==> config.mk <==
export PLATFORM = sky130hd
export DESIGN_NAME = cpu_stall_core
export DESIGN_NICKNAME = d
export VERILOG_FILES = /design/src/rtl/cpu_stall_core.sv
export SDC_FILE = /design/constraint.sdc
export NUM_CORES = 1
export LEC_CHECK = 0
export CAP_MARGIN = 40
export CORE_ASPECT_RATIO = 1.1
export CORE_UTILIZATION = 30
export CTS_CLUSTER_SIZE = 20
export DETAILED_ROUTE_END_ITERATION = 8
export PLACE_DENSITY = 0.53
export SLEW_MARGIN = 20
export SYNTH_ARGS = -nofsm -noshare
export SYNTH_HDL_FRONTEND = slang
export SYNTH_SLANG_ARGS = --single-unit
==> constraint.sdc <==
create_clock -name CLK -period 16.2 [get_ports CLK]
set_input_delay 4.86 -clock CLK [delete_from_list [all_inputs] [get_ports CLK]]
set_output_delay 4.86 -clock CLK [all_outputs]
set_load 0.05 [all_outputs]
==> src/rtl/cpu_stall_core.sv <==
// cpu_stall_core: parametrised single-issue CPU with stalling
// instruction fetch and a handshaked data-memory port.
module cpu_stall_core #(
  parameter int DATA_WIDTH = 8,
  parameter int REG_COUNT  = 8
) (
  input  logic                  CLK,
  input  logic                  RESET,
  input  logic [31:0]           INSTRUCTION,
  input  logic                  INSTR_BUSYWAIT,
  output logic [31:0]           PC,
  output logic                  MEM_READ,
  output logic                  MEM_WRITE,
  output logic [DATA_WIDTH-1:0] MEM_ADDRESS,
  output logic [DATA_WIDTH-1:0] MEM_WRITEDATA,
  input  logic [DATA_WIDTH-1:0] MEM_READDATA,
  input  logic                  MEM_BUSYWAIT
);

  localparam int IW = $clog2(REG_COUNT);

  localparam logic [0:0] S_EXEC     = 1'b0;
  localparam logic [0:0] S_MEM_WAIT = 1'b1;

  localparam logic [7:0] OP_LOADI = 8'd0;
  localparam logic [7:0] OP_MOV   = 8'd1;
  localparam logic [7:0] OP_ADD   = 8'd2;
  localparam logic [7:0] OP_SUB   = 8'd3;
  localparam logic [7:0] OP_AND   = 8'd4;
  localparam logic [7:0] OP_OR    = 8'd5;
  localparam logic [7:0] OP_J     = 8'd6;
  localparam logic [7:0] OP_BEQ   = 8'd7;
  localparam logic [7:0] OP_LWD   = 8'd8;
  localparam logic [7:0] OP_LWI   = 8'd9;
  localparam logic [7:0] OP_SWD   = 8'd10;
  localparam logic [7:0] OP_SWI   = 8'd11;
  localparam logic [7:0] OP_BNE   = 8'd12;

  logic [0:0]            state;
  logic [DATA_WIDTH-1:0] regs [REG_COUNT];
  logic                  ld_q;
  logic [IW-1:0]         ld_rd;

  logic [7:0]            op;
  logic [IW-1:0]         rd;
  logic [IW-1:0]         rs1;
  logic [IW-1:0]         rs2;
  logic signed [7:0]     imm_s;
  logic signed [7:0]     off_s;
  logic [DATA_WIDTH-1:0] imm_ext;
  logic [DATA_WIDTH-1:0] a;
  logic [DATA_WIDTH-1:0] b;
  logic [31:0]           off_ext;
  logic [31:0]           pc_4;
  logic [31:0]           pc_br;
  logic                  unused_bits;

  assign op      = INSTRUCTION[31:24];
  assign rd      = INSTRUCTION[16 +: IW];
  assign rs1     = INSTRUCTION[8 +: IW];
  assign rs2     = INSTRUCTION[0 +: IW];
  assign imm_s   = INSTRUCTION[7:0];
  assign off_s   = INSTRUCTION[23:16];
  assign imm_ext = DATA_WIDTH'(imm_s);
  assign off_ext = 32'(off_s);
  assign a       = regs[rs1];
  assign b       = regs[rs2];
  assign pc_4    = PC + 32'd4;
  assign pc_br   = pc_4 + {off_ext[29:0], 2'b00};

  // only the low index bits of each field are decoded
  assign unused_bits = ^INSTRUCTION[23:0];

  always_ff @(posedge CLK) begin
    if (RESET) begin
      PC            <= '0;
      state         <= S_EXEC;
      MEM_READ      <= 1'b0;
      MEM_WRITE     <= 1'b0;
      MEM_ADDRESS   <= '0;
      MEM_WRITEDATA <= '0;
      ld_q          <= 1'b0;
      ld_rd         <= '0;
      for (int i = 0; i < REG_COUNT; i++)
        regs[i] <= '0;
    end else begin
      unique case (state)
        S_EXEC: if (!INSTR_BUSYWAIT) begin
          unique case (op)
            OP_LOADI: begin
              regs[rd] <= imm_ext;
              PC       <= pc_4;
            end
            OP_MOV: begin
              regs[rd] <= b;
              PC       <= pc_4;
            end
            OP_ADD: begin
              regs[rd] <= a + b;
              PC       <= pc_4;
            end
            OP_SUB: begin
              regs[rd] <= a - b;
              PC       <= pc_4;
            end
            OP_AND: begin
              regs[rd] <= a & b;
              PC       <= pc_4;
            end
            OP_OR: begin
              regs[rd] <= a | b;
              PC       <= pc_4;
            end
            OP_J:   PC <= pc_br;
            OP_BEQ: PC <= (a == b) ? pc_br : pc_4;
            OP_BNE: PC <= (a != b) ? pc_br : pc_4;
            OP_LWD: begin
              MEM_ADDRESS <= b;
              MEM_READ    <= 1'b1;
              ld_q        <= 1'b1;
              ld_rd       <= rd;
              state       <= S_MEM_WAIT;
            end
            OP_LWI: begin
              MEM_ADDRESS <= imm_ext;
              MEM_READ    <= 1'b1;
              ld_q        <= 1'b1;
              ld_rd       <= rd;
              state       <= S_MEM_WAIT;
            end
            OP_SWD: begin
              MEM_ADDRESS   <= b;
              MEM_WRITEDATA <= a;
              MEM_WRITE     <= 1'b1;
              ld_q          <= 1'b0;
              state         <= S_MEM_WAIT;
            end
            OP_SWI: begin
              MEM_ADDRESS   <= imm_ext;
              MEM_WRITEDATA <= a;
              MEM_WRITE     <= 1'b1;
              ld_q          <= 1'b0;
              state         <= S_MEM_WAIT;
            end
            default: PC <= pc_4;
          endcase
        end
        S_MEM_WAIT: if (!MEM_BUSYWAIT) begin
          // destination was latched at issue; INSTRUCTION may move
          if (ld_q)
            regs[ld_rd] <= MEM_READDATA;
          PC        <= pc_4;
          MEM_READ  <= 1'b0;
          MEM_WRITE <= 1'b0;
          state     <= S_EXEC;
        end
      endcase
    end
  end

endmodule

==> Word-level counts from Yosys, hierarchy flattened <==
Memories as Yosys holds them, arrays and structs flattened.
Index checks and enable logic that the tools add are counted.
{ "totals": {"register_bits": 55, "latch_bits": 0, "ram_bits": 64, "rom_bits": 0, "inputBits": 44, "out_inout_bits": 50, "elab_cells": 125, "mem_count": 1} }
{ "mem_list": {"columns": ["memory", "depth", "word_bits", "rd", "rd_ports_with_merged_regs", "wr", "line_no", "source"], "rows": [
  ["regs", 8, 8, 2, 0, 8, "40", "logic [DATA_WIDTH-1:0] regs [REG_COUNT];"]
]} }
{ "classes": {"add_sub_neg": 4, "n_mul": 0, "n_div": 0, "magnitude_cmp": 0, "eq_ne": 19, "shift": 0, "mux": 67, "bitwise_logic": 9, "reduce_logical": 17} }
{ "ops": {"columns": ["cell", "n"], "rows": [
  ["32-bit 2-to-1 mux", 4],
  ["32-bit case mux with 4 select lines", 1],
  ["32-bit case mux with 2 select lines", 1],
  ["8-bit 2-to-1 mux", 7],
  ["1-bit 2-to-1 mux", 47],
  ["8-bit by 4-bit equality test with 1-bit output, second input constant", 5],
  ["32-bit by 3-bit adder with 32-bit output, second input constant", 1],
  ["32-bit adder", 1],
  ["8-bit by 3-bit equality test with 1-bit output, second input constant", 4],
  ["3-bit AND reduction", 7],
  ["8-bit by 2-bit equality test with 1-bit output, second input constant", 2],
  ["8-bit case mux with 2 select lines", 1],
  ["8-bit OR reduction", 2],
  ["2-bit != test, second input constant", 5],
  ["8-bit adder", 1],
  ["8-bit AND", 1],
  ["8-bit by 1-bit equality test with 1-bit output, second input constant", 1],
  ["8-bit equality test", 1],
  ["8-bit logical NOT", 1],
  ["8-bit != test", 1],
  ["8-bit bitwise OR", 1],
  ["1-bit case mux with 2 select lines", 4],
  ["2-bit OR reduction", 4],
  ["8-bit subtractor", 1],
  ["5 further kinds", 12]
]} }

==> Logic depth before layout (Yosys ltp) <==
Gate-level depths: netlist (run 1).
{ "logic_depth": {"ltp_word": 14, "mapped_depth": 19} }

==> Least setup slack after synthesis (run 1) <==
Ideal clock, no wire load.
{ "synth_timing": {"path_kind": "input port to flip-flop", "start": "input INSTRUCTION[8]", "end": "register PC[31]", "setup_ns": 0.123, "arrival_time_ns": 8.398, "setup_slack_ns": 7.679, "cell_stages": 13, "cell_sequence": "clkbuf_1 > buf_2 > mux4_2 > mux2i_1 > ha_1 > nor4_1 > nand2_1 > mux2i_1 > nand3_2 > a2111o_1 > o21ai_2 > mux2i_1 > mux2_1"} }
{ "synth_via": {"elab_chain_cells": 6} }
{ "synth_lines": {"columns": ["element", "line_no", "source"], "rows": [
  ["start, declared", "9", "input logic [31:0] INSTRUCTION,"],
  ["memory 8 x 8 bit (*)", null, null],
  ["8-bit != test or 8-bit equality test (tied branches)", "116, 115", null],
  ["32-bit 2-to-1 mux (on tied branches)", "116, 115", null],
  ["32-bit case mux with 4 select lines (*)", "89", "unique case (op)"],
  ["32-bit 2-to-1 mux (*)", "88", "S_EXEC: if (!INSTR_BUSYWAIT) begin"],
  ["32-bit case mux with 2 select lines (*)", "87", "unique case (state)"],
  ["end signal, assigned", "92", "PC <= pc_4;"],
  ["end signal, assigned", "115", "OP_BEQ: PC <= (a == b) ? pc_br : pc_4;"],
  ["end signal, assigned", "116", "OP_BNE: PC <= (a != b) ? pc_br : pc_4;"],
  ["end, declared", "11", "output logic [31:0] PC,"]
]} }
Every way passes the cells marked *; elsewhere a longest branch is shown, timed or not. The select of a mux whose other input is x is not followed.
A chain may end at the register's enable or synchronous reset.

==> Worst setup path in the final report (run 1) <==
{ "layout_timing": {"start": "input INSTRUCTION[1]", "end": "register PC[31]"} }
The elaborated chain is that of the path after synthesis.

==> results of run 1 <==
-- stage by stage --
stage	cell area (sq um)	hold slack, ns	util (%)
6_report	10800	0.493	36.5
2_1_floorplan	9000	0.466	-
3_5_place_dp	10200	0.483	34.4
4_1_cts	10800	0.497	36.5
3_3_place_gp	10100	0.471	34.3
5_1_grt	10800	0.509	36.5
-- worst register-to-register path: stages, from the launching register on --
cell	delay, ns
dfxtp_1	0.52
and4_1	0.28
and3_1	0.25
and4_1	0.41
nand3_1	0.14
xnor2_1	0.23
ha_1	0.32
a21oi_1	0.21
o31ai_2	0.09
a31oi_1	0.28
nand4b_2	0.26
a31oi_4	0.30
a21oi_1	0.12
o21ai_2	0.18
mux2i_1	0.21
mux2_1	0.33
-- layout by cell type, fill, tap and decap left out, drive strengths merged, types with 7 or more instances in the layout --
cell           Yosys  routed
nand2             89      89
clkdlybuf4s50      0      85
mux4              32      32
nand3             20      20
o211ai             7       7
o21bai            10      10
nor3              12      12
a211oi            38      38
a31oi              7       7
xor2              17      17
mux2i             26      26
nand4              9       9
edfxtp            64      64
a21oi             75      75
xnor2             41      41
nand2b            14      14
a311oi             9       9
inv               39      39
o31ai             11      11
clkbuf            36      20
o21ai             37      37
buf               20      14
ha                58      58
a21o              13      13
dfxtp             53      53
nor2             148     148
and3              11      11
-- flip-flops by register name, indices dropped and copies added, names as in the netlist --
signal         count
ld_q               1
regs              64
PC                30
MEM_WRITE          1
MEM_WRITEDATA      8
state              1
ld_rd              3
MEM_READ           1
MEM_ADDRESS        8
-- final timing paths --
path | startpoint | end | slack [ns]
hold reg to reg | MEM_ADDRESS[5]$_SDFFE_PP0P_ | MEM_ADDRESS[5]$_SDFFE_PP0P_ | 0.49
setup reg to reg | PC[4]$_SDFFE_PP0P_ | PC[31]$_SDFFE_PP0P_ | 11.97
setup / recovery | INSTRUCTION[1] | PC[31]$_SDFFE_PP0P_ | 7.07
hold / removal | MEM_ADDRESS[5]$_SDFFE_PP0P_ | MEM_ADDRESS[5]$_SDFFE_PP0P_ | 0.49
-- per-layer routing --
layer	global-route usage, %	up-vias	wire, um
met1	20.7	3581	11400
met3	2.67	35	938
met2	28.6	175	11900
met4	6.50	0	556
met5	0	-	0
li1	-	3667	-
-- where the power goes --
group,switching (uW),internal [uW],leakage [uW]
sequential,8.92,324,0.00104
clock,135,270,0.000300
combinational,114,81.8,0.00271
-- cells by family (layout without fill, tap and decap cells) --
family / count (synthesis) / after routing / share of synthesized area (%)
and+or+nand+nor: 344 / 344 / 18.1
AOI/OAI and AO/OA: 235 / 235 / 18.4
DFF: 117 / 117 / 33.1
buffers and inverters: 95 / 170 / 4.81
adders and majority gates: 61 / 61 / 8.73
muxes: 59 / 59 / 11.1
xor gates and xnor gates: 58 / 58 / 5.64
other: 1 / 2 / 0.0417
-- cell type report --
| type | count | area, sq um | share of cell area [%] |
|---|---|---|---|
| clock buffers | 20 | 437 | 4.04 |
| clock inverters | 12 | 184 | 1.70 |
| inverters | 39 | 146 | 1.36 |
| multi-input cells | 759 | 5610 | 51.9 |
| flip-flops and latches | 117 | 2980 | 27.6 |
| well taps | 374 | 468 | 4.33 |
| repair buffers | 99 | 977 | 9.05 |
-- synth_stat cells (all sizes together), types with 3 or more instances --
cell | n | area (sq um)
mux2i | 26 | 264
inv | 39 | 146
nor2 | 148 | 558
nand3 | 20 | 110
xnor2 | 41 | 359
a211oi | 38 | 300
nor4 | 4 | 31.3
a21o | 13 | 97.6
or4 | 3 | 26.3
dfxtp | 53 | 1060
a21oi | 75 | 405
buf | 20 | 126
nand3b | 6 | 45.0
edfxtp | 64 | 1920
a311oi | 9 | 78.8
o21ai | 37 | 200
a22oi | 5 | 56.3
o21a | 4 | 30.0
xor2 | 17 | 149
ha | 58 | 726
mux4 | 32 | 721
o211ai | 7 | 57.6
nand2b | 14 | 95.1
o31ai | 11 | 92.6
nand4 | 9 | 62.6
and3 | 11 | 68.8
clkbuf | 36 | 160
and2 | 4 | 25.0
and4 | 6 | 55.1
nand2 | 89 | 334
a31oi | 7 | 58.8
nor3 | 12 | 65.1
nor3b | 6 | 66.3
o21bai | 10 | 75.1
fa | 3 | 60.1
nor2b | 6 | 37.5
==> out/results.ini, run 1 <==
[worst_setup_path]
arrival_ns=9.44
path_buf_inv=3
max_stage_delay_ns=0.83
crit_slowest_cell=clkdlybuf4s50_1
crit_type=in2reg
critPathTopFamily=multiplexers
cp.required_ns=16.50
worstPathCellList=clkdlybuf4s50_1 > buf_6 > mux4_2 > mux2i_1 > ha_1 > nor4_1 > nand2_1 > mux2i_1 > and3_1 > buf_4 > nand2_1 > o21ai_2 > mux2i_1 > mux2_1
worst_setup_path_start_kind=input port
cp-end-kind=flop
cp.depth=14
crit_fanout=32
crit_top_cell=mux2i_1
ff2ff_path_depth=15

[timing]
drv_slew=0
period_needed_ns=9.13
tightest_slew_ns=0.796
rsz0062_at_grt=false
worst_slack_ns=7.07
setup_tns_ns=0
slew_headroom_pct=46.9
fin_crit_sh_pct=56.4
finalHoldViolCount=0
setup_viol=0
skew_ns=0.0104
max_freq_mhz=109

[clock_network]
cts_made_buffers=17
cts_sinks=117
cts_tree=built
clkLatencyLatePin_ns=0.42
cts_hold_buf=0
ctsRootBufferMaster=clkbuf_16
h-tree-depth=4
cts_resized=0
cts_buffer_depth=2
clk_pin_slew_ns=0.06
cts_setup_buffers=0

[final_layout]
synthToLayoutAreaGrowth_pct=20.0
nFillCells=3069
drive_gt1_share_pct=10.6
nNetsFinal=1138
antenna-diode-count=0
final_cell_count_no_fill=1420

[place]
io_buffer_count=86
preCtsSetupSlack_ns=6.56
gp_congestion=0.872
place_hpwl_um=18400
dp_cells=1387

[global_routing]
grt.total_usage_pct=16.6
grt_max_degree=67
grt_pass1_vias=7258
grt_pass1_wl_um=39400
antenna_found_initial=0
grt_overflow_total=0

[die]
dieArea_sq_um=30700
die_w_um=167
core_region_area_sq_um=29600
die_h_um=184
fp-row-count=66
start_util_pct=30.4
ios=94

[hold_path]
hold_path_class=reg2reg
hold_depth=2

[detailed_routing]
wire_per_inst_um=17.4
wl_um=24800
route.detailed.drc=0
drtPass1Iterations=5
drt_iter0_markers=467
vias=7458
vias_per_cell=5.25
ant_nets=0

[yosys]
synth_top_flop_cell=edfxtp_1
ys_warn_count=0
postSynthAreaPerCell_sq_um=9.28
ys_seq_area_share_pct=33.1
synth_edf_count=64
synth_area_sq_um=9000
async_flop_share_pct=0
synthDistinctLibCells=91
ys_ff_latch=117
synth_cells=970

[power_and_ir_drop]
total_power_uw=934
ir_drop_mv=0.0641
leakage_uw=0.00405
pwr_density_cell_nw_per_um2=86.5

[run_status]
status=finished, final reports clean

[job]
max_cap_viol_count=0

Power figures use the tool's default switching activity.
==> run 2, diff against run 1 <==
clock period = 8.98 ns   (was 16.2 ns; I/O delays follow)
==> run 2 against run 1 <==
Effect of this change: cell area shrank 0.27%; combinational power grew 82%; first-iteration DRC count rose by 15%; clock-buffer cell count is 2 lower; worst hold slack worse by 0.0047 ns; sequential share of layout area increased by 0.074 points; critical path depth decreased by 1; die area is the same; non-clock buffer count up 2; clock skew increased by 0.0020 ns; wire length increased by 0.38%.
==> out/results.ini, run 2 (synthesized netlist as in run 1, its figures left out) <==
[clock_network]
clkLatencyLatePin_ns=0.43  ; was 0.42 ns
clk_pin_slew_ns=0.06  ; about the same
h-tree-depth=4  ; unchanged
cts_resized=0  ; unchanged
cts_buffer_depth=2  ; unchanged
cts_sinks=117  ; unchanged
cts_setup_buffers=0  ; unchanged
ctsRootBufferMaster=clkbuf_16  ; unchanged
cts_tree=built  ; unchanged
cts_made_buffers=17  ; unchanged
cts_hold_buf=0  ; unchanged

[timing]
period_needed_ns=6.98
slew_headroom_pct=46.9  ; about the same
max_freq_mhz=143
finalHoldViolCount=0  ; unchanged
setup_tns_ns=0  ; unchanged
rsz0062_at_grt=false  ; unchanged
drv_slew=0  ; unchanged
fin_crit_sh_pct=77.8
tightest_slew_ns=0.796  ; about the same
whs_ns=0.488  ; was 0.493 ns
skew_ns=0.0123  ; was 0.0104 ns
setup_viol=0  ; unchanged

[global_routing]
grt_overflow_total=0  ; unchanged
grt_pass1_vias=7236  ; was 7258
grt_pass1_wl_um=39800  ; was 39400 um
antenna_found_initial=0  ; unchanged
grt_max_degree=67  ; unchanged
grt.total_usage_pct=16.6  ; about the same

[final_layout]
layout_commonest_cell=nor2_1  ; unchanged
nFillCells=3034  ; was 3069
antenna-diode-count=0  ; unchanged
largest-register=regs  ; unchanged
drive_gt1_share_pct=11.1  ; was 10.6%
synthToLayoutAreaGrowth_pct=19.7  ; was 20.0%
final_area_sq_um=10800  ; about the same
final_cell_mix=nor2_1 (147), nand2_1 (89), clkdlybuf4s50_1 (85)  ; unchanged
largest_reg_flops=64  ; unchanged
top_regs=regs (64), PC (30)  ; unchanged
nNetsFinal=1140  ; was 1138

[worst_setup_path]
crit_fanout=34  ; was 32
crit_slowest_cell=clkdlybuf4s50_1  ; unchanged
crit_type=in2reg  ; unchanged
worst_setup_path_start_kind=input port  ; unchanged
crit_top_cell=mux2i_1  ; unchanged
arrival_ns=7.29  ; was 9.44 ns
critPathTopFamily=buffers and inverters  ; was multiplexers
cp.required_ns=9.29  ; was 16.50 ns
path_buf_inv=3  ; unchanged
worstPathCellList=clkdlybuf4s50_1 > buf_4 > mux4_2 > mux2i_1 > ha_1 > nor4_1 > nand2_1 > mux2i_1 > nand3_2 > buf_4 > or4_1 > mux2i_1 > nor3_1  ; was clkdlybuf4s50_1 > buf_6 > mux4_2 > mux2i_1 > ha_1 > nor4_1 > nand2_1 > mux2i_1 > and3_1 > buf_4 > nand2_1 > o21ai_2 > mux2i_1 > mux2_1
max_stage_delay_ns=0.88  ; was 0.83 ns
cp-end-kind=flop  ; unchanged

[power_and_ir_drop]
total_power_uw=1630  ; was 934 uW
pwr_density_cell_nw_per_um2=151  ; was 86.5 nW/um^2
ir_drop_mv=0.125  ; was 0.0641 mV
leakage_uw=0.00403  ; was 0.00405 uW

[place]
io_buffer_count=86  ; unchanged
gp_congestion=0.909  ; was 0.872
place_hpwl_um=18700  ; was 18400 um
place_area_sq_um=10200  ; about the same

[detailed_routing]
vias_per_cell=5.16  ; was 5.25
wire_per_inst_um=17.5  ; was 17.4 um
vias=7336  ; was 7458
wl_um=24900  ; was 24800 um
drtPass1Iterations=6  ; was 5
route.detailed.drc=0  ; unchanged
drt_iter0_markers=535  ; was 467
ant_nets=0  ; unchanged

[die]
dieArea_sq_um=30700  ; unchanged
core_region_area_sq_um=29600  ; unchanged
fp-row-count=66  ; unchanged
start_util_pct=30.4  ; unchanged
die_w_um=167  ; unchanged
ios=94  ; unchanged
die_h_um=184  ; unchanged

[hold_path]
hold_path_class=reg2reg  ; unchanged

[run_status]
status=finished, final reports clean  ; unchanged

[job]
max_cap_viol_count=0  ; unchanged

[run 2: layer usage]
metal | share of wire, % | up-vias | global-route usage [%]
li1 | - | 3664 | -
met1 | 45 | 3472 | 20.8
met2 | 48 | 169 | 28.7
met3 | 3.9 | 31 | 2.71
met4 | 2.2 | 0 | 6.28
met5 | 0 | - | 0
[run 2: stage by stage]
step / setup WS, ns / std cells / utilization [%]
floorplan: 2.62 / 971 / -
global route: 1.67 / 1422 / 36.4
detailed placement: 1.49 / 1388 / 34.4
CTS: 1.93 / 1420 / 36.3
finish: 2.00 / 1422 / 36.4
global placement: 1.47 / 1385 / 34.3
[run 2: layout make-up]
cell class	instances	area, sq um	area share (%)
Timing Repair Buffer	101	1000	9.30
Inverter	39	146	1.36
Multi-Input combinational cell	759	5610	52.0
Clock inverter	14	138	1.28
Sequential cell	117	2980	27.7
Tap cell	374	468	4.34
Clock buffer	18	429	3.98
[run 2: worst register-to-register path, cell delays in order, from the launching register on]
cell	delay, ns
dfxtp_1	0.52
and4_1	0.28
and3_1	0.25
and4_4	0.30
and2_1	0.16
nand3_1	0.09
xnor2_1	0.27
ha_1	0.30
a21oi_1	0.08
o21ai_0	0.32
o211ai_1	0.15
nand2_1	0.20
a31oi_4	0.15
a2111o_1	0.44
o21ai_2	0.08
mux2i_1	0.22
mux2_1	0.33
[run 2: path summary, 6_finish.rpt]
kind                            cells after the start                         from                           to  slack (ns)
worst min-delay path                                2  MEM_ADDRESS[5]$_SDFFE_PP0P_  MEM_ADDRESS[5]$_SDFFE_PP0P_        0.49
worst max-delay path                               13               INSTRUCTION[0]          PC[30]$_SDFFE_PP0P_        2.00
worst min register to register                      2  MEM_ADDRESS[5]$_SDFFE_PP0P_  MEM_ADDRESS[5]$_SDFFE_PP0P_        0.49
worst max register to register                     16           PC[4]$_SDFFE_PP0P_          PC[31]$_SDFFE_PP0P_        4.72
[run 2: where the power goes]
part | total (uW) | internal [uW] | switching, uW | leakage [uW]
clock | 668 | 405 | 263 | 0.000263
sequential | 601 | 585 | 16.0 | 0.00104
combinational | 356 | 149 | 207 | 0.00272
total | 1630 | 1140 | 486 | 0.00403
